File: src/rtl/uart_time_cmd_parser_if.sv
// Byte-stream and time-output bundle between the UART receiver side and
// the time-set command parser.
interface uart_time_cmd_parser_if;
  logic       i_rx_dv;
  logic [7:0] i_rx_byte;
  logic       o_set_valid;
  logic [4:0] o_hours;
  logic [5:0] o_minutes;
  logic [5:0] o_seconds;
  logic       o_err;
  logic [1:0] o_err_code;
  logic       o_busy;

  // Parser side: consumes bytes, produces time and status.
  modport slave (
    input  i_rx_dv, i_rx_byte,
    output o_set_valid, o_hours, o_minutes, o_seconds,
           o_err, o_err_code, o_busy
  );

  // Byte source / time consumer side.
  modport master (
    output i_rx_dv, i_rx_byte,
    input  o_set_valid, o_hours, o_minutes, o_seconds,
           o_err, o_err_code, o_busy
  );
endinterface

File: src/rtl/uart_time_cmd_parser.sv
// Assembles HEADER,H,M,S,C time-set frames from the UART byte strobe,
// validates checksum and range, and publishes a registered hh:mm:ss with
// one-cycle accept/error strobes. Stalled frames are dropped by a timeout.
module uart_time_cmd_parser #(
  parameter int unsigned TIMEOUT_CLKS = 1_000_000,
  parameter logic [7:0]  HEADER       = 8'h54
) (
  input  logic                   clk,
  input  logic                   rst_n,
  uart_time_cmd_parser_if.slave  bus
);

  localparam int unsigned CW = $clog2(TIMEOUT_CLKS);
  localparam logic [CW-1:0] CNT_LAST = CW'(TIMEOUT_CLKS - 1);

  typedef enum logic [2:0] {
    S_IDLE,
    S_GET_H,
    S_GET_M,
    S_GET_S,
    S_GET_C
  } state_t;

  state_t        r_state, w_state_next;
  logic [CW-1:0] r_cnt, w_cnt_next;
  logic [7:0]    r_h, r_m, r_s;
  logic [7:0]    w_h_next, w_m_next, w_s_next;
  logic [4:0]    r_hours, w_hours_next;
  logic [5:0]    r_minutes, w_minutes_next;
  logic [5:0]    r_seconds, w_seconds_next;
  logic          r_set_valid, w_set_valid_next;
  logic          r_err, w_err_next;
  logic [1:0]    r_err_code, w_err_code_next;
  logic          r_busy, w_busy_next;

  logic [7:0]    w_csum;
  logic          w_range_bad;
  logic          w_timeout;

  assign w_csum      = r_h ^ r_m ^ r_s;
  assign w_range_bad = (r_h > 8'd23) || (r_m > 8'd59) || (r_s > 8'd59);
  // A byte on the expiry cycle takes precedence over the timeout.
  assign w_timeout   = (r_state != S_IDLE) && !bus.i_rx_dv && (r_cnt == CNT_LAST);

  // State, shadow and output registers; everything clears on reset.
  always_ff @(posedge clk or negedge rst_n) begin
    if (!rst_n) begin
      r_state     <= S_IDLE;
      r_cnt       <= '0;
      r_h         <= '0;
      r_m         <= '0;
      r_s         <= '0;
      r_hours     <= '0;
      r_minutes   <= '0;
      r_seconds   <= '0;
      r_set_valid <= 1'b0;
      r_err       <= 1'b0;
      r_err_code  <= '0;
      r_busy      <= 1'b0;
    end else begin
      r_state     <= w_state_next;
      r_cnt       <= w_cnt_next;
      r_h         <= w_h_next;
      r_m         <= w_m_next;
      r_s         <= w_s_next;
      r_hours     <= w_hours_next;
      r_minutes   <= w_minutes_next;
      r_seconds   <= w_seconds_next;
      r_set_valid <= w_set_valid_next;
      r_err       <= w_err_next;
      r_err_code  <= w_err_code_next;
      r_busy      <= w_busy_next;
    end
  end

  // Frame sequencing, evaluation and inter-byte timeout.
  always_comb begin
    w_state_next     = r_state;
    w_h_next         = r_h;
    w_m_next         = r_m;
    w_s_next         = r_s;
    w_hours_next     = r_hours;
    w_minutes_next   = r_minutes;
    w_seconds_next   = r_seconds;
    w_set_valid_next = 1'b0;
    w_err_next       = 1'b0;
    w_err_code_next  = r_err_code;

    if (bus.i_rx_dv || r_state == S_IDLE || w_timeout) begin
      w_cnt_next = '0;
    end else begin
      w_cnt_next = r_cnt + 1'b1;
    end

    unique case (r_state)
      S_IDLE: begin
        if (bus.i_rx_dv && bus.i_rx_byte == HEADER) begin
          w_state_next = S_GET_H;
        end
      end
      S_GET_H: begin
        if (bus.i_rx_dv) begin
          w_h_next     = bus.i_rx_byte;
          w_state_next = S_GET_M;
        end
      end
      S_GET_M: begin
        if (bus.i_rx_dv) begin
          w_m_next     = bus.i_rx_byte;
          w_state_next = S_GET_S;
        end
      end
      S_GET_S: begin
        if (bus.i_rx_dv) begin
          w_s_next     = bus.i_rx_byte;
          w_state_next = S_GET_C;
        end
      end
      S_GET_C: begin
        if (bus.i_rx_dv) begin
          w_state_next = S_IDLE;
          if (bus.i_rx_byte != w_csum) begin
            w_err_next      = 1'b1;
            w_err_code_next = 2'b01;
          end else if (w_range_bad) begin
            w_err_next      = 1'b1;
            w_err_code_next = 2'b10;
          end else begin
            w_set_valid_next = 1'b1;
            w_hours_next     = r_h[4:0];
            w_minutes_next   = r_m[5:0];
            w_seconds_next   = r_s[5:0];
          end
        end
      end
      default: w_state_next = S_IDLE;
    endcase

    if (w_timeout) begin
      w_state_next    = S_IDLE;
      w_err_next      = 1'b1;
      w_err_code_next = 2'b11;
    end

    w_busy_next = (w_state_next != S_IDLE);
  end

  assign bus.o_set_valid = r_set_valid;
  assign bus.o_hours     = r_hours;
  assign bus.o_minutes   = r_minutes;
  assign bus.o_seconds   = r_seconds;
  assign bus.o_err       = r_err;
  assign bus.o_err_code  = r_err_code;
  assign bus.o_busy      = r_busy;

endmodule

File: src/flat_wrapper.sv
// flat-port wrapper written by rule: the top's interface ports become plain ports
module uart_time_cmd_parser_flat 
#(
  parameter int unsigned TIMEOUT_CLKS = 1_000_000,
  parameter logic [7:0]  HEADER       = 8'h54
)
  (clk, rst_n, bus_i_rx_dv, bus_i_rx_byte, bus_o_set_valid, bus_o_hours, bus_o_minutes, bus_o_seconds, bus_o_err, bus_o_err_code, bus_o_busy);
  uart_time_cmd_parser_if bus_i ();
  input  logic clk;
  input  logic rst_n;
  input wire logic [$bits(bus_i.i_rx_dv)-1:0] bus_i_rx_dv;
  input wire logic [$bits(bus_i.i_rx_byte)-1:0] bus_i_rx_byte;
  output wire logic [$bits(bus_i.o_set_valid)-1:0] bus_o_set_valid;
  output wire logic [$bits(bus_i.o_hours)-1:0] bus_o_hours;
  output wire logic [$bits(bus_i.o_minutes)-1:0] bus_o_minutes;
  output wire logic [$bits(bus_i.o_seconds)-1:0] bus_o_seconds;
  output wire logic [$bits(bus_i.o_err)-1:0] bus_o_err;
  output wire logic [$bits(bus_i.o_err_code)-1:0] bus_o_err_code;
  output wire logic [$bits(bus_i.o_busy)-1:0] bus_o_busy;
  assign bus_i.i_rx_dv = bus_i_rx_dv;
  assign bus_i.i_rx_byte = bus_i_rx_byte;
  assign bus_o_set_valid = bus_i.o_set_valid;
  assign bus_o_hours = bus_i.o_hours;
  assign bus_o_minutes = bus_i.o_minutes;
  assign bus_o_seconds = bus_i.o_seconds;
  assign bus_o_err = bus_i.o_err;
  assign bus_o_err_code = bus_i.o_err_code;
  assign bus_o_busy = bus_i.o_busy;
  uart_time_cmd_parser #(.TIMEOUT_CLKS(TIMEOUT_CLKS), .HEADER(HEADER)) u_core (.clk(clk), .rst_n(rst_n), .bus(bus_i));
endmodule
File: config.mk
export PLATFORM = sky130hd
export DESIGN_NAME = uart_time_cmd_parser_flat
export DESIGN_NICKNAME = d
export VERILOG_FILES = /design/src/rtl/uart_time_cmd_parser_if.sv /design/src/rtl/uart_time_cmd_parser.sv /design/src/flat_wrapper.sv
export SDC_FILE = /design/constraint.sdc
export NUM_CORES = 1
export LEC_CHECK = 0
export ABC_AREA = 1
export BUFFER_PORTS_ARGS = -buffer_cell sky130_fd_sc_hd__buf_2
export CORE_ASPECT_RATIO = 0.9
export CORE_MARGIN = 2
export CORE_UTILIZATION = 61
export DETAILED_ROUTE_END_ITERATION = 16
export GPL_ROUTABILITY_DRIVEN = 0
export PLACE_DENSITY = 0.91
export SETUP_SLACK_MARGIN = 0.15
export SYNTH_ARGS = -nofsm -noshare
export SYNTH_HDL_FRONTEND = slang
export SYNTH_SLANG_ARGS = --single-unit
File: constraint.sdc
create_clock -name clk -period 3.4 [get_ports clk]
set_input_delay 0.17 -clock clk [delete_from_list [all_inputs] [get_ports clk]]
set_output_delay 0.17 -clock clk [all_outputs]
set_load 0.03 [all_outputs]
After elaboration in Yosys (flattened, before gate mapping)
Cells that the tools add are included.

word-level totals
  register bits = 69
  bits of input ports = 11
  output and inout bits = 22
  logic and storage cells = 68

cells by class
  add/sub/neg operators = 1
  $lt $le $gt $ge = 3
  equal/unequal tests = 7
  muxes and demuxes = 22
  bitwise gates (word level) = 4
  reductions and logical operators = 19

operators with widths
  cell                                                                              number
  20-bit by 1-bit adder with 20-bit output (second input constant)                  1
  20-bit equality test (second input constant)                                      1
  20-bit 2-to-1 mux                                                                 1
  3-bit 2-to-1 mux                                                                  6
  8-bit by 6-bit greater-than comparator with 1-bit output (second input constant)  2
  8-bit bitwise XOR                                                                 2
  3-bit one-hot mux with 5 select lines                                             1
  2-bit 2-to-1 mux                                                                  5
  1-bit 2-to-1 mux                                                                  9
  3-bit nonzero test                                                                3
  8-bit by 7-bit equality test with 1-bit output (second input constant)            1
  8-bit by 5-bit greater-than comparator with 1-bit output (second input constant)  1
  8-bit != test                                                                     1
  3-bit by 2-bit equality test with 1-bit output (second input constant)            2
  2-bit AND reduction                                                               3
  1-bit logical OR                                                                  4
  4-bit AND reduction                                                               1
  2-bit nonzero test                                                                2
  3-bit by 1-bit equality test with 1-bit output (second input constant)            1
  3-bit equality test (second input constant)                                       1
  1-bit logical AND                                                                 3
  3-bit zero test                                                                   1
  3-bit AND reduction                                                               1
  1-bit NOT                                                                         2
  1-bit zero test                                                                   1

Depth between registers and ports, before layout
Gate-level depths: netlist of the first run.

  depth after elaboration = 8
  mapped depth = 14
  depth with buffers taken out = 13

Least setup slack after synthesis of the first run
No wires, ideal clock.

  path kind = reg2reg
  start = register u_core.r_m[4]
  end = register u_core.r_hours[4] (netlist: u_core.bus.o_hours[4])
  arrival time = 1.467 ns
  required time = 3.283 ns
  slack = 1.816 ns
  stages on the path, launching flop included = 14
  path buffers = 1
  cells stage by stage = dfrtp_1 > nor2_1 > inv_1 > nand2_1 > nand2_1 > nand2_1 > nand2_1 > nor2_2 > nand3_4 > nor2_8 > inv_6 > buf_8 > nand2_2 > nand2_1

on the way
  cells in the longest elaborated chain, start to end = 5
  elaborated cells between the ends (all ways) = 9
  classes of those cells = 1 x order compare; 1 x eq/ne; 4 x bitwise; 3 x reduce/logical

RTL lines
  item                                                                                           RTL line                                                 source
  start: declaration                                                                             uart_time_cmd_parser.sv:26                               logic [7:0] r_h, r_m, r_s;
  start signal: assignment                                                                       uart_time_cmd_parser.sv:64                               r_m <= w_m_next;
  8-bit by 6-bit greater-than comparator with 1-bit output or 8-bit bitwise XOR (tied branches)  uart_time_cmd_parser.sv:41, uart_time_cmd_parser.sv:40
  1-bit logical OR or 8-bit bitwise XOR (tied branches)                                          uart_time_cmd_parser.sv:41, uart_time_cmd_parser.sv:40
  1-bit logical OR or 8-bit != test (tied branches)                                              uart_time_cmd_parser.sv:41, uart_time_cmd_parser.sv:122
  1-bit NOT (no line)                                                                            --
  4-bit AND reduction (no line) (*)                                                              --
  end signal: assignment                                                                         uart_time_cmd_parser.sv:66                               r_hours <= w_hours_next;
  end: declaration                                                                               uart_time_cmd_parser.sv:28                               logic [4:0] r_hours, w_hours_next;

Mark *: on every way between the ends. The rest lies on a longest branch, timed or not.
A chain may end at the register's enable or synchronous reset.

Worst setup path in the final report of the first run
  start = register u_core.r_cnt[0]
  end = register u_core.r_cnt[18]

on the way
  cells in the longest elaborated chain, start to end = 4
  elaborated cells between the ends (all ways) = 5
  classes of those cells = 1 x add/sub; 1 x eq/ne; 1 x mux; 2 x reduce/logical

RTL lines
  item                                                                                              RTL line                    source
  start: declaration                                                                                uart_time_cmd_parser.sv:25  logic [CW-1:0] r_cnt, w_cnt_next;
  start signal: assignment                                                                          uart_time_cmd_parser.sv:62  r_cnt <= w_cnt_next;
  parallel branches: the longest is 3 deep, another holds 20-bit by 1-bit adder with 20-bit output  --
  20-bit 2-to-1 mux (*)                                                                             uart_time_cmd_parser.sv:89  if (bus.i_rx_dv || r_state == S_IDLE || w_timeout) begin
  net u_core.w_cnt_next[18]                                                                         uart_time_cmd_parser.sv:25

Mark *: on every way through the listed nets, which the timed path passes.

==> impl_metrics.tcl, run 1 <==
set metrics [dict create \
    layout.cells.most_common_list "169 x sky130_fd_sc_hd__nand2_1, 69 x sky130_fd_sc_hd__dfrtp_1, 57 x sky130_fd_sc_hd__inv_1" \
    maxClockFrequency_mhz 506 \
    worst_pin_slew_ns 0.717 \
    most_prevalent_standard_cell_on_the_critical_path "sky130_fd_sc_hd__nand2_1" \
    post_synthesis_mux_area_share_pct 0 \
    final-max-slew-violation-count 0 \
    pin_count_of_the_biggest_net_entering_global_routing 43 \
    maxCapViolations 0 \
    post_cts_resized 0 \
    ys_types 31 \
    post_cts_buffers 0 \
    cts_bufs_inserted 9 \
    startpoint_types "register" \
    fp.dieW_um 83.8 \
    final_nets 510 \
    place.detailed.hpwl_mm 5.43 \
    ys_async_sr_fraction_pct 100 \
    design.die.area_um2 6350 \
    syn-num-nets 470 \
    dr.first_iter.drc_count 330 \
    number_of_fill_cells_in_the_layout 455 \
    timing.setup.critical_path_class "reg -> reg" \
    power_per_cell_area_nw_per_um2 663 \
    synth.ff_latch_count 69 \
    worstHoldStart "bus_i_rx_byte[0]" \
    antenna_cells 0 \
    timing.critical_path.slowest_stage_cell "sky130_fd_sc_hd__nand2_1" \
    die_y_um 75.8 \
    layout-area-overhead-vs-synth_pct 11.6 \
    worst_setup_path_startpoint "u_core.r_cnt[0]$_DFF_PN0_" \
    remaining_max_slew_budget_at_the_tightest_pin_pct 52.1 \
    clk_pin_slew_ns 0.07 \
    clock_skew_ns 0.00750 \
    totalWireLength_mm 7.58 \
    layout.cells.most_common "sky130_fd_sc_hd__nand2_1" \
    cts_h_tree_depth 3 \
    status "completed" \
    initial_utilization_pct 62.5 \
    holdPathStages 3 \
    drc_errors 0 \
    total_setup_violations_reported_at_the_end_of_the_flow 0 \
    critical_path.max_stage_delay_ns 0.50 \
    endpoint_kind "register" \
    area_fraction_in_compound_gates_after_synthesis_pct 5.51 \
    antenna_violations_before_repair 0 \
    timing.final.hold_violations 0 \
    fin_worst_hold_slack_ns 0.0898 \
    crit_cells 8 \
    synth.yosys.seq_area_share_pct 49.4 \
    family_with_the_most_delay_on_the_worst_path "simple AND/OR/NAND/NOR gates" \
    gr_ovfl_total 0 \
    cts_num_sinks 69 \
    routedWlPerCell_um 13.3 \
    worst_ir_drop_vdd_mv 0.498 \
    worstHoldPathType "in -> reg" \
    detailroute.via_count 3041 \
    r2r.worst_path.cells 8 \
    synthSimpleGateAreaFrac_pct 33.3 \
    num_io_pins 33 \
    setup_total_negative_slack_ns 0 \
    drive_gt1_share_pct 14.6 \
    clock_insertion_delay_worst_skew_ns 0.35 \
    crit_buf_inv 1 \
    grt_pass1_vias 2836 \
    synthCells 458 \
    worst_ep_required_time_ns 3.60 \
    critical_path_data_arrival_time_ns 2.18 \
    synth_top_family_by_area "simple AND/OR/NAND/NOR gates" \
    placeableCoreArea_um2 5600 \
    worstPathMaxFanout 20 \
    detail_route.vias_per_cell 5.33 \
    clock_path_buffers 2 \
    post-route-period-util_pct 58.1 \
    rsz0062_at_grt "no" \
    gr-usage-all-layers_pct 26.3 \
    drt_antenna_net_count 0 \
    global_route_wire_length_before_repair_mm 12.8 \
    detail_route.first_pass.iterations 5 \
    ctsRootBufferMaster "sky130_fd_sc_hd__clkbuf_8" \
    syn_area_um2 3490 \
    power_uw 2590 \
    post_synth_fa_ha_maj_area_fraction_pct 0.358 \
    cp_cell_sequence "ha_1, nand2_1, nor2_1, inv_1, nor2_2, nand3_1, nand2_1, nor3b_1" \
    post_synthesis_xor_xnor_area_fraction_pct 2.76 \
    post-route-min-period_ns 1.98 \
    synth_area_per_cell_um2 7.63 \
    static_leakage_uw 0.00211 \
    placement.io_buffers 32 \
    clock_tree_from_tritoncts "yes" \
    placementRows 26 \
    number_of_enable_type_register_cells_in_the_synthesized_netlist 0 \
    yosys_warnings 0 \
    synth_flop_cell "sky130_fd_sc_hd__dfrtp_1" \
    worst_reg2reg_path_startpoint "u_core.r_cnt[0]$_DFF_PN0_" \
]
cells in the mapped netlist, types with 2 or more instances:
library cell,n,area (um^2)
sky130_fd_sc_hd__a211oi_1,3,22.5
sky130_fd_sc_hd__a21oi_1,4,20.0
sky130_fd_sc_hd__a31oi_1,2,12.5
sky130_fd_sc_hd__clkbuf_1,4,15.0
sky130_fd_sc_hd__clkinv_1,2,7.51
sky130_fd_sc_hd__dfrtp_1,69,1730
sky130_fd_sc_hd__inv_1,57,214
sky130_fd_sc_hd__inv_2,7,26.3
sky130_fd_sc_hd__nand2_1,169,634
sky130_fd_sc_hd__nand2_2,11,68.8
sky130_fd_sc_hd__nand3_1,11,55.1
sky130_fd_sc_hd__nand4_1,10,62.6
sky130_fd_sc_hd__nor2_1,39,146
sky130_fd_sc_hd__nor2_2,2,12.5
sky130_fd_sc_hd__nor3_1,13,65.1
sky130_fd_sc_hd__nor3b_1,6,45.0
sky130_fd_sc_hd__nor4_1,3,18.8
sky130_fd_sc_hd__o21ai_0,23,115
sky130_fd_sc_hd__o31ai_1,2,15.0
sky130_fd_sc_hd__xnor2_1,5,43.8
sky130_fd_sc_hd__xor2_1,6,52.6
logic make-up (layout without fill, tap and decap cells):
group,after synthesis,after routing
flip-flops,69,69
XOR/XNOR,11,11
AO/OA/AOI/OAI,35,35
adder cells (fa/ha/maj),1,1
AND/OR/NAND/NOR,268,268
buffers and inverters,74,117
power breakdown:
group	total [uW]	leakage, uW	switching, uW	internal (uW)
registers	1190	0.000914	195	997
logic	810	0.00110	521	289
clock network	584	0.0000881	290	294
total	2590	0.00211	1010	1580
worst min-delay path: stages:
cell,delay (ns)
sky130_fd_sc_hd__buf_2,0.12
sky130_fd_sc_hd__nand2_1,0.05
sky130_fd_sc_hd__o21ai_0,0.06
layer usage:
| metal | up-vias | GRT usage [%] | part of all wire, % |
|---|---|---|---|
| met5 | - | 0 | 0 |
| met4 | 0 | 9.50 | 2.0 |
| met3 | 19 | 8.88 | 6.9 |
| met2 | 105 | 42.9 | 48 |
| met1 | 1411 | 33.6 | 43 |
| li1 | 1506 | - | - |
flip-flops by register name, summed over array words and instances, names as in the netlist:
name / count
u_core.r_m: 8
u_core.bus.o_busy: 1
u_core.bus.o_minutes: 6
u_core.bus.o_err_code: 2
u_core.r_h: 8
u_core.bus.o_hours: 5
u_core.r_cnt: 20
u_core.r_s: 8
u_core.bus.o_seconds: 6
u_core.bus.o_set_valid: 1
u_core.r_state: 3
u_core.bus.o_err: 1
layout make-up:
cell class	instances	area (um^2)	area share [%]
well taps	70	87.6	2.25
repair buffers	36	193	4.94
clock inverters	2	10.0	0.257
inverters	67	256	6.58
clock buffers	12	155	3.98
flip-flops and latches	69	1730	44.3
multi-input cells	315	1470	37.7
stage by stage:
step           util, %  cell area [um^2]  worst slack [ns]  instances
2_1_floorplan        -              3490              1.82        458
5_1_grt           69.7              3900              1.17        571
4_1_cts           69.7              3900              1.45        571
3_5_place_dp      66.6              3720              1.44        556
6_report          69.7              3900              1.42        571
3_3_place_gp      66.6              3720              1.56        556
path summary, 6_finish.rpt:
kind                                                       end  slack, ns
hold reg to reg              u_core.bus.o_hours[0]$_DFFE_PN0P_       0.47
max in group asynchronous  u_core.bus.o_minutes[1]$_DFFE_PN0P_       2.06
hold / removal                       u_core.r_h[0]$_DFFE_PN0P_       0.09
setup reg to reg                    u_core.r_cnt[18]$_DFF_PN0_       1.42
min in group asynchronous            u_core.r_cnt[0]$_DFF_PN0_       0.38
setup / recovery                    u_core.r_cnt[18]$_DFF_PN0_       1.42
repair_timing:
| action | 4_1_cts | 5_1_grt |
|---|---|---|
| setup endpoints to repair | 0 | 0 |
| hold buffers | 1 | 0 |
| hold endpoints to repair | 27 | 0 |
Note: power is estimated with default switching activity, not from simulation.
==> run 2: changes to the inputs <==
CORE_UTILIZATION = 59   (was 61)
PLACE_DENSITY = 0.88   (was 0.91)
clock period = 1.87 ns   (was 3.4 ns; I/O delays follow)
==> impl_metrics.tcl, run 2 (synthesis gave the netlist of run 1 again) <==
set metrics [dict create \
    endpoint_kind "register" \
    most_prevalent_standard_cell_on_the_critical_path "sky130_fd_sc_hd__nand2_1" \
    startpoint_types "register" \
    drt-met1-wl_mm 3.69 \
    gr_ovfl_total 0 \
    worstPathMaxFanout 6 \
    holdPathStages 3 \
    met2RoutedLength_mm 4.55 \
    detail_route.first_pass.iterations 7 \
    gr-usage-all-layers_pct 26.7 \
    post-route-worst-setup-slack_ns -0.0155 \
    total_setup_violations_reported_at_the_end_of_the_flow 8 \
    antenna_violations_before_repair 0 \
    clock_insertion_delay_worst_skew_ns 0.36 \
    routedWlPerCell_um 15.3 \
    critical_path_data_arrival_time_ns 2.14 \
    layout-area-overhead-vs-synth_pct 24.9 \
    r2r.worst_path.cells 14 \
    grt_pass1_vias 3074 \
    stdcell_area_um2 4360 \
    maxUsedRoutingLayer "met4" \
    drive_gt1_share_pct 27.7 \
    placeableCoreArea_um2 5690 \
    timing.critical_path.slowest_stage_cell "sky130_fd_sc_hd__dfrtp_1" \
    timing.final.hold_violations 0 \
    num_io_pins 33 \
    power_per_cell_area_nw_per_um2 1220 \
    violations_in_the_final_reports "setup timing" \
    dr.first_iter.drc_count 437 \
    detail_route.vias_per_cell 5.64 \
    detailroute.via_count 3386 \
    regMostFlops "u_core.r_cnt" \
    timing.setup.critical_path_class "reg -> reg" \
    cp_cell_sequence "inv_1, nand2_1, nand2_1, nand2_1, inv_1, nor2_1, nand2_2, nor2_4, nand3_4, nor2_8, buf_12, clkinv_8, nand2_2, nand2_1" \
    initial_utilization_pct 61.4 \
    placementRows 26 \
    die_y_um 77.0 \
    totalWireLength_mm 9.20 \
    rsz0062_at_grt "yes" \
    placement.io_buffers 32 \
    status "complete, but fails checks" \
    numPlacedInstances 559 \
    final-max-slew-violation-count 0 \
    largest_register_ffs 20 \
    fp.dieW_um 85.1 \
    dr_wl_met3_um 634 \
    critical_path.max_stage_delay_ns 0.41 \
    clk_pin_slew_ns 0.09 \
    drt_antenna_net_count 0 \
    ctsRootBufferMaster "sky130_fd_sc_hd__clkbuf_8" \
    worst_ir_drop_vdd_mv 0.818 \
    remaining_max_slew_budget_at_the_tightest_pin_pct 71.2 \
    clock_skew_ns 0.0141 \
    post-route-min-period_ns 1.89 \
    maxClockFrequency_mhz 530 \
    worstHoldPathType "in -> reg" \
    static_leakage_uw 0.00228 \
    place_area_um2 3750 \
    final_nets 537 \
    pin_count_of_the_biggest_net_entering_global_routing 70 \
    worst_ep_required_time_ns 2.12 \
    antenna_cells 0 \
    clock_path_buffers 2 \
    layout.cells.most_common "sky130_fd_sc_hd__nand2_1" \
    cts_num_sinks 69 \
    cts_bufs_inserted 9 \
    worst_pin_slew_ns 0.429 \
    final_cell_count_no_fill 600 \
    layout.cells.most_common_list "156 x sky130_fd_sc_hd__nand2_1, 62 x sky130_fd_sc_hd__dfrtp_1, 48 x sky130_fd_sc_hd__inv_1" \
    place.detailed.hpwl_mm 5.53 \
    global_route_wire_length_before_repair_mm 13.6 \
    design.die.area_um2 6560 \
    clock_tree_from_tritoncts "yes" \
    post-route-period-util_pct 101 \
    maxCapViolations 0 \
    cts_h_tree_depth 3 \
    drc_errors 0 \
]
[run 2: changes by cell type in the layout (fill, tap and decap cells not counted), moves of 4 or more]
cell,delta
sky130_fd_sc_hd__buf_4,+15
sky130_fd_sc_hd__buf_6,+5
sky130_fd_sc_hd__dfrtp_1,-7
sky130_fd_sc_hd__dfrtp_2,+7
sky130_fd_sc_hd__inv_1,-9
sky130_fd_sc_hd__inv_2,+10
sky130_fd_sc_hd__nand2_1,-13
sky130_fd_sc_hd__nand2_2,+12
sky130_fd_sc_hd__nor2_1,-8
sky130_fd_sc_hd__nor2_2,+4
sky130_fd_sc_hd__nor2_4,+4
[run 2: metal layers]
metal	GRT usage, %	vias to the layer above
li1	-	1555
met1	33.5	1604
met2	42.7	188
met3	6.03	39
met4	14.9	0
met5	0	-
[run 2: worst paths after layout]
kind / startpoint / to / slack (ns)
max: u_core.r_m[2]$_DFFE_PN0P_ / u_core.bus.o_hours[3]$_DFFE_PN0P_ / -0.02
min: bus_i_rx_byte[2] / u_core.r_h[2]$_DFFE_PN0P_ / 0.02
max reg2reg: u_core.r_m[2]$_DFFE_PN0P_ / u_core.bus.o_hours[3]$_DFFE_PN0P_ / -0.02
min reg2reg: u_core.bus.o_minutes[2]$_DFFE_PN0P_ / u_core.bus.o_minutes[2]$_DFFE_PN0P_ / 0.48
max in group asynchronous: rst_n / u_core.r_s[2]$_DFFE_PN0P_ / 1.26
min in group asynchronous: rst_n / u_core.r_cnt[0]$_DFF_PN0_ / 0.26
[run 2: what timing repair did]
action                                  CTS  global route
gates resized for setup                   2            58
buffers inserted                          4            15
endpoints found under the setup margin   20            45
hold buffers                              2             0
hold endpoints to repair                 70             0
gates cloned                              0             4
pin swaps                                 3            17
[run 2: per-stage QoR]
step           utilization [%]  setup WS, ns  hold WS (ns)  total power [uW]  setup TNS (ns)
6_report                  76.7       -0.0155        0.0181              5330         -0.0578
5_1_grt                   76.7        -0.124        0.0290              5640           -1.73
4_1_cts                   70.7         0.150        0.0133              4930               0
3_5_place_dp              65.9   -0.00000511         0.142              3680     -0.00000511
3_3_place_gp              65.9         0.114         0.137              3560               0
2_1_floorplan                -         0.286        -0.202              3230               0
[run 2: critical path, delay by kind of cell, from the launching register on]
family	cells	cell delay, ns
flops	1	0.41
buf+inv	4	0.33
simple gates	10	1.05
[run 2: report_power, final]
part           internal, uW  switching, uW
clock                   622            615
combinational           721           1160
sequential             1820            388
[run 2: layout make-up]
| cell class | instances | area, um^2 |
|---|---|---|
| sequential | 69 | 1740 |
| multi-input combinational | 315 | 1580 |
| fill | 345 | 1330 |
| timing repair buffer | 61 | 477 |
| inverter | 67 | 264 |
| clock buffer | 9 | 124 |
| tap | 70 | 87.6 |
| clock inverter | 7 | 75.1 |
| timing repair inverter | 2 | 17.5 |
==> run 3: changes to the inputs <==
CORE_UTILIZATION = 55   (was 59)
PLACE_DENSITY = 0.84   (was 0.88)
==> impl_metrics.tcl, run 3 (synthesis gave the netlist of run 1 again) <==
set metrics [dict create \
    status "complete, but fails checks" \
    violations_in_the_final_reports "setup timing" \
    placementRows 27 \
    ctsRootBufferMaster "sky130_fd_sc_hd__clkbuf_8" \
    drive_gt1_share_pct 28.9 \
    routedWlPerCell_um 15.3 \
    critical_path_data_arrival_time_ns 2.21 \
    detailroute.via_count 3360 \
    detail_route.first_pass.iterations 5 \
    global_route_wire_length_before_repair_mm 13.0 \
    placeableCoreArea_um2 6150 \
    placement.io_buffers 32 \
    grt_pass1_vias 2881 \
    cts_bufs_inserted 9 \
    pin_count_of_the_biggest_net_entering_global_routing 49 \
    maxClockFrequency_mhz 519 \
    post-route-worst-setup-slack_ns -0.0585 \
    clock_path_buffers 2 \
    clk_pin_slew_ns 0.08 \
    numPlacedInstances 576 \
    worst_ir_drop_vdd_mv 0.766 \
    place.detailed.hpwl_mm 5.55 \
    post-route-period-util_pct 103 \
    final_cell_count_no_fill 613 \
    gr_ovfl_total 0 \
    rsz0062_at_grt "yes" \
    worstHoldPathType "in -> reg" \
    endpoint_kind "register" \
    initial_utilization_pct 56.8 \
    clock_tree_from_tritoncts "yes" \
    totalWireLength_mm 9.40 \
    detail_route.vias_per_cell 5.48 \
    clock_insertion_delay_worst_skew_ns 0.35 \
    clock_skew_ns 0.0113 \
    design.die.area_um2 7010 \
    num_io_pins 33 \
    timing.setup.critical_path_class "reg -> reg" \
    timing.final.hold_violations 0 \
    multi_input_area_um2 1620 \
    worst_ep_required_time_ns 2.16 \
    fp.dieW_um 88.0 \
    post-route-min-period_ns 1.93 \
    layout.cells.most_common_list "141 x sky130_fd_sc_hd__nand2_1, 64 x sky130_fd_sc_hd__dfrtp_1, 50 x sky130_fd_sc_hd__inv_1" \
    antenna_violations_before_repair 0 \
    total_setup_violations_reported_at_the_end_of_the_flow 6 \
    layout-area-overhead-vs-synth_pct 25.7 \
    remaining_max_slew_budget_at_the_tightest_pin_pct 62.4 \
    worst_pin_slew_ns 0.564 \
    setup_total_negative_slack_ns -0.130 \
    drt_antenna_net_count 0 \
    final-max-slew-violation-count 0 \
    maxCapViolations 0 \
    antenna_cells 0 \
    drc_errors 0 \
    dr.first_iter.drc_count 398 \
    static_leakage_uw 0.00229 \
    power_per_cell_area_nw_per_um2 1200 \
    number_of_fill_cells_in_the_layout 462 \
    regMostFlops "u_core.r_cnt" \
    cts_num_sinks 69 \
    layout.cells.most_common "sky130_fd_sc_hd__nand2_1" \
    die_y_um 79.6 \
    worstPathMaxFanout 8 \
    startpoint_types "register" \
    cts_h_tree_depth 3 \
    gr-usage-all-layers_pct 24.1 \
    largest_register_ffs 20 \
    layout.area.seq_um2 1730 \
    final_nets 534 \
]
-- run 3: cell count changes in the layout (fill, tap and decap cells not counted), moves of 3 or more --
cell / change
sky130_fd_sc_hd__nand2_1: -15
sky130_fd_sc_hd__nand2_2: +13
sky130_fd_sc_hd__clkinv_4: -3
sky130_fd_sc_hd__buf_6: -3
sky130_fd_sc_hd__inv_2: -3
-- run 3: cell type report --
class / count / share of cell area, %
clock buffer: 9 / 2.82
multi-input combinational: 315 / 36.9
tap: 87 / 2.48
timing repair buffer: 58 / 10.4
sequential: 69 / 39.4
timing repair inverter: 2 / 0.513
inverter: 67 / 6.01
clock inverter: 6 / 1.45
-- run 3: what timing repair did --
action	in CTS	in global routing
setup buffers	6	10
hold endpoints to repair	21	0
gates resized for setup	3	63
gates cloned	0	5
pin swaps	4	17
hold buffers	1	0
setup endpoints to repair	21	41
-- run 3: worst paths after layout --
kind	slack [ns]	cells after the start	startpoint	end
max	-0.06	13	u_core.r_m[2]$_DFFE_PN0P_	u_core.bus.o_seconds[2]$_DFFE_PN0P_
min	0.03	3	bus_i_rx_byte[5]	u_core.r_h[5]$_DFFE_PN0P_
max reg2reg	-0.06	13	u_core.r_m[2]$_DFFE_PN0P_	u_core.bus.o_seconds[2]$_DFFE_PN0P_
min reg2reg	0.47	2	u_core.bus.o_hours[1]$_DFFE_PN0P_	u_core.bus.o_hours[1]$_DFFE_PN0P_
max in group asynchronous	0.94	3	rst_n	u_core.r_s[2]$_DFFE_PN0P_
min in group asynchronous	0.28	2	rst_n	u_core.r_s[1]$_DFFE_PN0P_
-- run 3: where the power goes --
group          internal (uW)  switching (uW)  leakage [uW]
Clock                    608             571     0.0000915
Combinational            727            1130       0.00129
Sequential              1820             429      0.000908
-- run 3: per-layer routing --
layer / track usage [%] / vias up / part of all wire (%)
met3: 6.00 / 38 / 7.7
met1: 30.8 / 1587 / 38
met4: 8.48 / 0 / 3.4
met5: 0 / - / 0
li1: - / 1547 / -
met2: 39.8 / 188 / 50
-- run 3: through the flow --
| step | worst slack, ns | total power, uW | hold slack [ns] | cell area (um^2) | utilization, % |
|---|---|---|---|---|---|
| after floorplan | 0.286 | 3230 | -0.202 | 3490 | - |
| after global placement | 0.105 | 3600 | 0.105 | 3790 | 61.7 |
| after detailed placement | 0.0433 | 3700 | 0.114 | 3790 | 61.7 |
| after CTS | 0.161 | 4890 | 0.0120 | 4060 | 66.0 |
| after global routing | -0.146 | 5610 | 0.0515 | 4390 | 71.4 |
| final | -0.0585 | 5280 | 0.0305 | 4390 | 71.4 |
-- run 3: worst max-delay path, cell delays in order, from the launching register on --
cell and delay (ns):
sky130_fd_sc_hd__dfrtp_1 0.44, sky130_fd_sc_hd__inv_2 0.10, sky130_fd_sc_hd__nand2_2 0.05, sky130_fd_sc_hd__nand2_2 0.08, sky130_fd_sc_hd__nor2_1 0.06, sky130_fd_sc_hd__nor2_1 0.15
sky130_fd_sc_hd__nand2_1 0.14, sky130_fd_sc_hd__nor2_4 0.14, sky130_fd_sc_hd__nand3_4 0.11, sky130_fd_sc_hd__nor2_8 0.11, sky130_fd_sc_hd__buf_12 0.18, sky130_fd_sc_hd__clkbuf_16 0.17
sky130_fd_sc_hd__nand2_2 0.06, sky130_fd_sc_hd__nand2_1 0.07
